## src/rtl/pipeline_rx.sv

```systemverilog
// Receive-side FIFO for a stall-free valid pipeline. It returns one credit per drained entry.
// Define PIPELINE_RX_PARITY_EN to add even-parity checking (parity_in / parity_err).
module pipeline_rx #(
    parameter int DW    = 32,
    parameter int DEPTH = 8,
    parameter int CW    = $clog2(DEPTH + 1)
) (
    input  logic          clk,
    input  logic          reset,
    input  logic          valid_in,
    input  logic [DW-1:0] data_in,
`ifdef PIPELINE_RX_PARITY_EN
    input  logic          parity_in,
    output logic          parity_err,
`endif
    output logic          valid_out,
    output logic [DW-1:0] data_out,
    input  logic          ready_in,
    output logic          credit_out,
    output logic [CW-1:0] count,
    output logic          overflow
);

    localparam int AW = $clog2(DEPTH);
    localparam logic [CW-1:0] FULL = CW'(DEPTH);

    logic [DW-1:0] mem_q [DEPTH];
    logic [AW-1:0] wr_ptr_q, rd_ptr_q;
    logic [CW-1:0] count_q, count_d;
    logic          credit_q, overflow_q;
    logic          push, pop;

    // When the FIFO is full, a beat is still accepted if the head leaves in the same cycle.
    assign pop  = (count_q != '0) & ready_in;
    assign push = valid_in & ((count_q != FULL) | pop);

    always_comb begin
        count_d = count_q;
        case ({push, pop})
            2'b10:   count_d = count_q + CW'(1);
            2'b01:   count_d = count_q - CW'(1);
            default: count_d = count_q;
        endcase
    end

    always_ff @(posedge clk or posedge reset) begin
        if (reset) begin
            wr_ptr_q   <= '0;
            rd_ptr_q   <= '0;
            count_q    <= '0;
            credit_q   <= 1'b0;
            overflow_q <= 1'b0;
        end else begin
            if (push) wr_ptr_q <= wr_ptr_q + AW'(1);
            if (pop)  rd_ptr_q <= rd_ptr_q + AW'(1);
            count_q  <= count_d;
            credit_q <= pop;
            if (valid_in & ~push) overflow_q <= 1'b1;
        end
    end

    // Storage has no reset; the count gates visibility of its contents.
    always_ff @(posedge clk) begin
        if (push) mem_q[wr_ptr_q] <= data_in;
    end

`ifdef PIPELINE_RX_PARITY_EN
    logic perr_q;
    always_ff @(posedge clk or posedge reset) begin
        if (reset)
            perr_q <= 1'b0;
        else if (push & (^{parity_in, data_in}))
            perr_q <= 1'b1;
    end
    assign parity_err = perr_q;
`endif

    assign valid_out  = (count_q != '0);
    assign data_out   = mem_q[rd_ptr_q];
    assign credit_out = credit_q;
    assign count      = count_q;
    assign overflow   = overflow_q;

endmodule
```

## config.mk

```make
export PLATFORM = sky130hd
export DESIGN_NAME = pipeline_rx
export DESIGN_NICKNAME = d
export VERILOG_FILES = /design/src/rtl/pipeline_rx.sv
export SDC_FILE = /design/constraint.sdc
export NUM_CORES = 1
export LEC_CHECK = 0
export ABC_AREA = 1
export CORE_MARGIN = 4
export CORE_UTILIZATION = 35
export CTS_CLUSTER_DIAMETER = 200
export CTS_CLUSTER_SIZE = 10
export DETAILED_ROUTE_END_ITERATION = 7
export PLACE_DENSITY = 0.49
export SKIP_LAST_GASP = 1
export SLEW_MARGIN = 20
export SYNTH_ARGS = -nofsm -noshare
export SYNTH_HDL_FRONTEND = slang
export SYNTH_SLANG_ARGS = --single-unit
export TNS_END_PERCENT = 10
```

## constraint.sdc

```tcl
create_clock -name clk -period 7.6 [get_ports clk]
set_clock_uncertainty 0.15 [all_clocks]
set_input_delay 1.52 -clock clk [delete_from_list [all_inputs] [get_ports clk]]
set_output_delay 1.52 -clock clk [all_outputs]
set_load 0.01 [all_outputs]
```

==> summary.md <==
| Metric | Value |
|---|---|
| Post-DRT Antenna Nets | 0 |
| Final Cycle Share | 63.4% |
| Crit path largest cell delay | 0.78 ns |
| Post-synth top area share | 65.6% |
| FILL cells | 3,212 |
| Seq/Total Area, Yosys | around 68% |
| Vias in the first global route | 7,165 |
| Power Density | 374 nW/µm² |
| Syn avg cell area | 9.79 µm² |
| Critical Path Sink Type | primary output |
| Worst Tran Pin Value | about 0.9 ns |
| Final Max Tran Viols | 0 |
| Hpwl dp | 13.2 mm |
| Overflow left after global routing | 0 |
| H-tree depth | 1 |
| Largest cells by area after synthesis | edfxtp_1, nand2_1, nor2_1, inv_1, dfrtp_1 |
| Multi-input gate area | 2930 µm² |
| Post-Synthesis Cells | 1,197 |
| Startpoint types | flop |
| Leading cell type in the layout, fill and taps excluded | nand2_1 |
| Cts hold-fix bufs | 0 |
| Drc violations | 0 |
| Number of top-level pins | 75 |
| Leak Pwr | 0.00577 µW |
| Vias per cell | 4.30 |
| CTS sink count | approximately 270 |
| Setup CP Type | flop to primary output |
| Final Hold Vio Count | 0 |
| Total number of vias | about 7,400 |
| Critical-path cell list | buf_12 > buf_12 > nor2_1 > nor2_1 > nand2_1 > nand2_1 > nand2_1 > nand2_1 > clkdlybuf4s50_1 |
| Cells resized by post-CTS repair | 0 |
| Clock transition at path regs | 0.06 ns |
| Gr usage total | 14.1% |
| Max frequency | 0.208 GHz |
| 1st-iter DRT viols | 341 |
| Worst-path maximum fanout | 110 |
| WL/cell | 14.8 µm |
| Synth area leader | edfxtp_1 |
| Number of max-cap violations | 0 |
| Nets | 1,310 |
| Final cell count without fillers | 1,721 |
| Post-CTS Setup Bufs | 0 |
| Commonest cells after routing, fill and taps aside | nand2_1, nor2_1, edfxtp_1, inv_1, clkdlybuf4s50_1 |
| Worst EP required | between 5 and 6 ns |
| Clk root buf | clkbuf_16 |
| Crit-path slowest cell | dfrtp_4 |
| Syn Std Cell Area | 11,700 µm² |
| Largest net degree at the start of global routing | 111 |
| IR drop worst, VDD | 155 µV |
| Clk Latency, worst-skew pair | 0.53 ns |
| Most frequent CP cell | nand2_1 |
| Die Footprint | between 30,000 and 40,000 µm² |
| TritonCTS clock tree | built |
| Min-Delay Path Class | flop to flop |
| Final wirelength | 25.4 mm |
| Starting Density | a little over a third |
| Die Wd | 191 µm |
| First-pass GRT wire length | roughly 40 mm |
| CTS buffer count | 30 |
| Initial DRT Pass Iterations | 4 |
| Max_slew headroom | 41.5% |
| Port Buffers | 74 |
| Layout cells sized above 1 | 4.69% |
| Core area | between 30,000 and 40,000 µm² |
| FF+latch count, synth | 268 |
| Worst EP arrival | 3.15 ns |
| Min Clock Period, post-route | 4.82 ns |
| Synth Net Count | 1,239 |
| Maximum buffer depth of the clock tree | 3 |
| FF/Latch Area | 7990 µm² |
| # placed instances | 1,677 |
| Die Ht | between 150 and 200 µm |
| Initial antenna violation count | 0 |
| Gp weighted congestion | 0.744 |
| TNS Setup | 0 ns |
| Yosys cell types | 21 |
| Status | finished clean |
| Row cnt | between 60 and 70 |
| Endpoints failing setup | 0 |
| Area growth syn-to-layout | 17.1% |
| N_diodes | 0 |
| RSZ-0062 raised after global routing | false |
| Ys Warns | 0 |
## area by class of cell
cell class | instances | share of cell area (%)
well taps | 442 | 4.03
clock buffers | 43 | 6.05
flip-flops and latches | 268 | 58.2
inverters | 143 | 3.91
multi-input cells | 736 | 21.4
repair buffers | 89 | 6.40
## critical path, delay by kind of cell, from the launching register on
kind / cells / cell delay, ns
flip-flops: 1 / 0.78
AND/OR/NAND/NOR: 6 / 0.50
buffers and inverters: 3 / 1.27
## power breakdown
| part | internal [µW] | total, µW | leakage [µW] | switching [µW] |
|---|---|---|---|---|
| clock network | 740 | 1260 | 0.000402 | 522 |
| registers | 1830 | 1940 | 0.00247 | 106 |
| logic | 741 | 1930 | 0.00290 | 1190 |
## per-stage QoR
stage	hold WS [ns]	utilization, %	instance area [µm²]	total power, µW	setup slack [ns]
after floorplan	0.363	-	11700	3230	3.79
after global placement	0.312	39.3	12900	3920	3.18
after detailed placement	0.311	39.3	12900	3940	3.17
after CTS	0.333	41.8	13700	5220	2.59
after global routing	0.370	41.9	13700	5530	2.49
final	0.328	41.9	13700	5130	2.78
## path summary, 6_finish.rpt
check / depth (start not counted) / startpoint / slack (ns) / to
max: 9 / rd_ptr_q[0] / 2.78 / data_out[13]
min: 1 / overflow / 0.33 / overflow
max in group asynchronous: 2 / reset / 5.76 / rd_ptr_q[0]
min reg2reg: 1 / overflow / 0.33 / overflow
max reg2reg: 5 / count[1] / 5.00 / mem_q[7][2]
min in group asynchronous: 2 / reset / 1.16 / count[2]
## synth_stat cells
cell	number
o21ai_0	4
inv_2	1
nand3_1	8
clkbuf_1	5
buf_1	8
buf_2	22
buf_8	1
xnor2_1	4
edfxtp_1	256
or2_2	1
xor2_1	1
fa_1	1
nand2_1	442
inv_1	142
nand3b_1	1
dfrtp_1	12
buf_4	3
buf_6	11
ha_1	5
o21bai_1	1
nor2_1	268
## flip-flops by register name (all words and copies together) (netlist names)
register    cells
wr_ptr_q        3
overflow        1
credit_out      1
mem_q         256
rd_ptr_q        3
count           4
## cells by family (layout without fill, tap and decap cells)
group / count (synthesis) / count (layout) / synth area share, %
AND/OR/NAND/NOR: 720 / 720 / 23.2
flip-flops: 268 / 268 / 68.2
buffers and inverters: 193 / 275 / 7.31
adder cells (fa/ha/maj): 6 / 6 / 0.705
AO/OA/AOI/OAI: 5 / 5 / 0.235
XOR/XNOR: 5 / 5 / 0.374
## per-layer routing
metal	vias up	share of wire (%)	track usage, %
met1	3431	49	19.4
li1	3841	-	-
met4	0	1.5	3.09
met2	91	46	23.6
met3	30	3.7	2.15
met5	-	0	0
(Power assumes the default switching activity.)
